### src/rtl/phy_ctrl_pkg.sv
// Shared encodings for the start-stretch channels: trigger edge select and per-channel FSM state.
package phy_ctrl_pkg;

    typedef enum logic [1:0] {
        EDGE_RISE = 2'b00,
        EDGE_FALL = 2'b01,
        EDGE_BOTH = 2'b10,
        EDGE_OFF  = 2'b11
    } edge_sel_e;

    typedef enum logic [1:0] {
        ST_IDLE    = 2'b00,
        ST_ACTIVE  = 2'b01,
        ST_HOLDOFF = 2'b10
    } ch_state_e;

    function automatic logic edge_hit(input logic cur, input logic prev, input logic [1:0] sel);
        case (sel)
            EDGE_RISE: return cur & ~prev;
            EDGE_FALL: return ~cur & prev;
            EDGE_BOTH: return cur ^ prev;
            default:   return 1'b0;
        endcase
    endfunction

endpackage

### src/rtl/start_stretch_ch.sv
// One start channel: edge detection on start_in, IDLE/ACTIVE/HOLDOFF FSM and
// a saturating length counter producing a registered stretched pulse and done strobe.
module start_stretch_ch
    import phy_ctrl_pkg::*;
#(
    parameter int unsigned CNT_W       = 6,
    parameter int unsigned HOLDOFF_CYC = 0,
    parameter int unsigned RETRIG      = 0
) (
    input  logic             clk,
    input  logic             rst,
    input  logic             start_in,
    input  logic [1:0]       edge_sel,
    input  logic [CNT_W-1:0] stretch_len,
    output logic             start_out,
    output logic             done,
    output logic             busy_next
);

    localparam int unsigned HO_W = (HOLDOFF_CYC > 1) ? $clog2(HOLDOFF_CYC + 1) : 1;

    ch_state_e        state, state_next;
    logic             prev;
    logic             trig;
    logic             done_next;
    logic [CNT_W-1:0] cnt, cnt_next, len_eff;
    logic [HO_W-1:0]  ho_cnt, ho_next;

    assign trig    = edge_hit(start_in, prev, edge_sel);
    assign len_eff = (stretch_len == '0) ? CNT_W'(1) : stretch_len;

    always_comb begin
        state_next = state;
        cnt_next   = cnt;
        ho_next    = ho_cnt;
        done_next  = 1'b0;
        case (state)
            ST_IDLE: begin
                if (trig) begin
                    state_next = ST_ACTIVE;
                    cnt_next   = len_eff;
                end
            end
            ST_ACTIVE: begin
                // A retrigger wins over the terminal count, so the pulse never drops for a cycle.
                if (trig && (RETRIG != 0)) begin
                    cnt_next = len_eff;
                end else if (cnt <= CNT_W'(1)) begin
                    cnt_next  = '0;
                    done_next = 1'b1;
                    if (HOLDOFF_CYC > 0) begin
                        state_next = ST_HOLDOFF;
                        ho_next    = HO_W'(HOLDOFF_CYC);
                    end else begin
                        state_next = ST_IDLE;
                    end
                end else begin
                    cnt_next = cnt - CNT_W'(1);
                end
            end
            ST_HOLDOFF: begin
                if (ho_cnt <= HO_W'(1)) begin
                    state_next = ST_IDLE;
                    ho_next    = '0;
                end else begin
                    ho_next = ho_cnt - HO_W'(1);
                end
            end
            default: state_next = ST_IDLE;
        endcase
    end

    // Lets the top register busy in the same cycle the state itself changes.
    assign busy_next = (state_next != ST_IDLE);

    always_ff @(posedge clk) begin
        if (rst) begin
            state     <= ST_IDLE;
            cnt       <= '0;
            ho_cnt    <= '0;
            prev      <= 1'b0;
            start_out <= 1'b0;
            done      <= 1'b0;
        end else begin
            state     <= state_next;
            cnt       <= cnt_next;
            ho_cnt    <= ho_next;
            prev      <= start_in;
            start_out <= (state_next == ST_ACTIVE);
            done      <= done_next;
        end
    end

endmodule

### src/rtl/start_stretch_mc.sv
// Multi-channel start stretcher: NUM_CH independent channels plus a registered
// busy flag that is high whenever any channel is outside IDLE.
module start_stretch_mc
    import phy_ctrl_pkg::*;
#(
    parameter int unsigned NUM_CH      = 4,
    parameter int unsigned CNT_W       = 6,
    parameter int unsigned HOLDOFF_CYC = 0,
    parameter int unsigned RETRIG      = 0
) (
    input  logic              clk,
    input  logic              rst,
    input  logic [NUM_CH-1:0] start_in,
    input  logic [1:0]        edge_sel,
    input  logic [CNT_W-1:0]  stretch_len,
    output logic [NUM_CH-1:0] start_out,
    output logic [NUM_CH-1:0] done,
    output logic              busy
);

    logic [NUM_CH-1:0] busy_next;

    for (genvar g = 0; g < NUM_CH; g++) begin : g_ch
        start_stretch_ch #(
            .CNT_W      (CNT_W),
            .HOLDOFF_CYC(HOLDOFF_CYC),
            .RETRIG     (RETRIG)
        ) u_ch (
            .clk        (clk),
            .rst        (rst),
            .start_in   (start_in[g]),
            .edge_sel   (edge_sel),
            .stretch_len(stretch_len),
            .start_out  (start_out[g]),
            .done       (done[g]),
            .busy_next  (busy_next[g])
        );
    end

    always_ff @(posedge clk) begin
        if (rst) begin
            busy <= 1'b0;
        end else begin
            busy <= |busy_next;
        end
    end

endmodule

### config.mk
export PLATFORM = sky130hd
export DESIGN_NAME = start_stretch_mc
export DESIGN_NICKNAME = d
export VERILOG_FILES = /design/src/rtl/phy_ctrl_pkg.sv /design/src/rtl/start_stretch_ch.sv /design/src/rtl/start_stretch_mc.sv
export SDC_FILE = /design/constraint.sdc
export NUM_CORES = 1
export LEC_CHECK = 0
export CAP_MARGIN = 5
export CORE_ASPECT_RATIO = 1.75
export CORE_UTILIZATION = 52
export CTS_BUF_LIST = sky130_fd_sc_hd__clkbuf_16
export CTS_CLUSTER_SIZE = 24
export DETAILED_ROUTE_END_ITERATION = 10
export GPL_TIMING_DRIVEN = 0
export PLACE_DENSITY_LB_ADDON = 0.15
export SLEW_MARGIN = 0
export SYNTH_ARGS = -nofsm -noshare
export SYNTH_HDL_FRONTEND = slang
export SYNTH_SLANG_ARGS = --single-unit
### constraint.sdc
create_clock -name clk -period 3.4 [get_ports clk]
set_clock_uncertainty 0.1 [all_clocks]
set_input_delay 0.68 -clock clk [delete_from_list [all_inputs] [get_ports clk]]
set_output_delay 0.68 -clock clk [all_outputs]
set_load 0.005 [all_outputs]
==> summary.txt <==
Post-synth ARST share -> 0
Worst r2r path cells -> 7
Post-Syn Instances -> 306
Seq pwr share -> 0.403
Hold Path End -> g_ch[0].u_ch.cnt[5]
GRT overflow -> 0
Worst Setup End Kind -> flip-flop
Slew at the pin closest to its max-slew limit -> 677.9 ps
Setup TNS -> 0 ps
DR pass1 iterations -> 7
Rows -> 34
# Max-Cap Violations -> 0
HPWL after DPL -> 4773 microns
Cts repair resizes -> 0
Area Overhead vs Synth -> 16.89%
Synth warn -> 0
Die area -> 5548 sq um
Status -> finished with violations
CTS Root Cell -> clkbuf_16
# H-tree levels -> 2
CTS Hold Bufs -> 0
Setup Fix Bufs, Post-CTS -> 0
Wire length per cell -> 16.30 microns
Startpoint types -> input pin
Sequential area share after synthesis -> 0.3304
Clock power share -> 0.381
Max transition margin -> 0.5442
GR Util met2 -> 0.4487
Final Hold Vio Count -> 0
Main synth FF type -> dfxtp_1
Share of cells above drive strength 1 -> 0.1657
PortBufs -> 21
EDFF count, synth -> 0
Seq cells post-synth -> 45
Post-Route WL -> 6388 microns
Vias per cell -> 6.003
Initial antenna violation count -> 0
P_int -> 1.053 mW
Commonest non-fill, non-tap cell in the layout -> dfxtp_1
DR iter-0 viols -> 99
Clk slew on worst S/H paths -> 70 ps
Final Cycle Share -> 0.7478
Final ANT Viol Nets -> 0
GRT Util Overall -> 0.2480
Min Tclk post-route -> 2543 ps
Largest fanout on the critical path -> 5
PD cells -> 463.2 nW/um^2
RR Endpoint -> busy
Footprint of the multi-input gates -> 1609 sq um
CTS Buf Count -> 5
Comb pwr share -> 0.216
Initial core utilization -> 0.5431
Synth cell types -> 73
Fin nets -> 367
Skew-Pair Late Insertion Delay -> 290 ps
Vias post-DR -> 2353
Psw -> 422.8 uW
Worst Hold Launch -> g_ch[0].u_ch.cnt[5]
Lkg Pwr -> 1.231 nW
Min-Delay Path Depth -> 2
Clock sink count -> 45
Die X -> 56.74 microns
Register area -> 900.9 sq um
First-pass GRT wire length -> 10740 microns
CP required -> 3480 ps
Synth Cell Area -> 2726 sq um
Grt met1 use -> 0.2766
Worst endpoint data arrival time -> 2620 ps
Violated checks -> design-rule violations
Vias in the first global route -> 2313
Slew Limit Fails -> 0
RR Startpoint -> g_ch[3].u_ch.prev
Hold WC Path Type -> reg2reg
Worst R2R Setup Slack -> 1480 ps
Worst setup startpoint -> start_in[3]
Residual DRC -> 8
Layer with the highest usage -> met2
M3 GR Usage -> 0.03311
Finish-stage setup viols -> 0
Critical path class -> in2reg
Clock Tree Buf Depth -> 2
Pin count of the biggest net entering global routing -> 16
Boundary Pins -> 23
Pre-CTS WS -> 599.3 ps
Unrepaired setup endpoints after global routing -> no
FILL cells -> 448
Highest clock rate -> 393.3 MHz
Most frequent cells in the layout -> 45 x dfxtp_1, 26 x nor2_1, 24 x inv_1
Final worst slack -> 857.3 ps
CTS tree -> yes
Die height -> 97.79 microns
GPL Wtd Cong -> 0.8869
Core area -> 5020 sq um
Number of diodes -> 0
Peak VDD IR -> 0.2993 mV
Sw Ratio -> 0.2865
Avg Cell Area, Syn -> 8.910 sq um
==> kinds of logic after synthesis <==
logic type | count (synthesis) | synth area share
adder cells (fa/ha/maj) | 16 | 0.07343
multiplexers | 3 | 0.01101
AO/OA/AOI/OAI | 90 | 0.2671
flip-flops | 45 | 0.3304
buffers and inverters | 42 | 0.08352
XOR/XNOR | 6 | 0.01928
other | 1 | 0.001375
AND/OR/NAND/NOR | 103 | 0.2139
==> worst max path at each step <==
stage	cells past startpoint	slack [ps]	end
after floorplan	7	1260	g_ch[2].u_ch.cnt[1]
after global placement	8	630	g_ch[2].u_ch.cnt[0]
after detailed placement	8	600	g_ch[2].u_ch.cnt[0]
after CTS	8	890	g_ch[2].u_ch.cnt[0]
after global routing	8	710	g_ch[1].u_ch.cnt[3]
final	7	860	busy
==> power groups by stage <==
stage / Combinational [mW] / Clock, mW / Sequential (mW)
after global placement: 0.311 / 0 / 0.605
final: 0.319 / 0.562 / 0.595
after detailed placement: 0.315 / 0 / 0.606
after CTS: 0.318 / 0.570 / 0.594
after global routing: 0.352 / 0.601 / 0.600
after floorplan: 0.237 / 0 / 0.597
==> sequential cells by signal, indices dropped and copies added (netlist names) <==
name                 flops
g_ch.u_ch.start_out      4
g_ch.u_ch.prev           4
g_ch.u_ch.done           4
busy                     1
g_ch.u_ch.state          8
g_ch.u_ch.cnt           24
==> per-stage QoR <==
step | hold WS (ps) | area [sq um] | util | std cells | total power, mW
CTS | 398.2 | 3187 | 0.6348 | 392 | 1.482
floorplan | 369.4 | 2738 | - | 309 | 0.8340
detailed placement | 389.5 | 3015 | 0.6007 | 384 | 0.9213
finish | 399.4 | 3187 | 0.6348 | 392 | 1.476
global route | 427.7 | 3187 | 0.6348 | 392 | 1.552
global placement | 389.3 | 3015 | 0.6007 | 384 | 0.9168
==> synthesized netlist by cell type, drive strengths merged, types with 2 or more instances <==
| master | count | share of area |
|---|---|---|
| or4 | 2 | 0.0069 |
| a211oi | 8 | 0.029 |
| o31ai | 3 | 0.0083 |
| a21o | 3 | 0.0083 |
| buf | 12 | 0.035 |
| nand2 | 16 | 0.022 |
| dfxtp | 45 | 0.33 |
| a21oi | 20 | 0.039 |
| nor4 | 6 | 0.024 |
| nand3 | 4 | 0.0073 |
| or2 | 5 | 0.012 |
| a2111oi | 3 | 0.014 |
| nor3b | 4 | 0.011 |
| clkbuf | 6 | 0.016 |
| ha | 16 | 0.073 |
| xor2 | 3 | 0.0096 |
| nand4 | 3 | 0.0069 |
| a221oi | 2 | 0.011 |
| o21a | 3 | 0.0083 |
| nor2b | 2 | 0.0046 |
| nor4b | 2 | 0.0064 |
| nand3b | 3 | 0.0096 |
| nor3 | 17 | 0.031 |
| o31a | 2 | 0.0069 |
| a32o | 3 | 0.011 |
| o32ai | 2 | 0.0064 |
| nand2b | 4 | 0.012 |
| o221a | 2 | 0.0083 |
| a31oi | 8 | 0.018 |
| xnor2 | 3 | 0.0096 |
| nor2 | 29 | 0.043 |
| o311ai | 4 | 0.022 |
| inv | 24 | 0.033 |
| o211ai | 2 | 0.0055 |
| mux2i | 3 | 0.011 |
| o21ai | 15 | 0.029 |
==> critical path, stage by stage <==
cell             delay (ps)
clkdlybuf4s50_1         500
inv_1                    70
ha_1                    290
a21oi_2                  90
o31ai_1                 570
a211oi_2                110
a211o_1                 300
==> final cells by class <==
class,instances,area share
plain buffers,18,0.04319
clock buffers,5,0.03926
clock inverters,3,0.01453
inverters,24,0.02827
multi-input cells,222,0.5049
flip-flops and latches,45,0.2827
well taps,54,0.02120
repair buffers,21,0.06596
==> per-layer routing <==
| layer | vias up | part of all wire |
|---|---|---|
| met1 | 1108 | 0.41 |
| li1 | 1178 | - |
| met5 | - | 0 |
| met4 | 0 | 0.031 |
| met2 | 51 | 0.52 |
| met3 | 16 | 0.033 |
No activity file was read; power rests on OpenSTA's default activity.
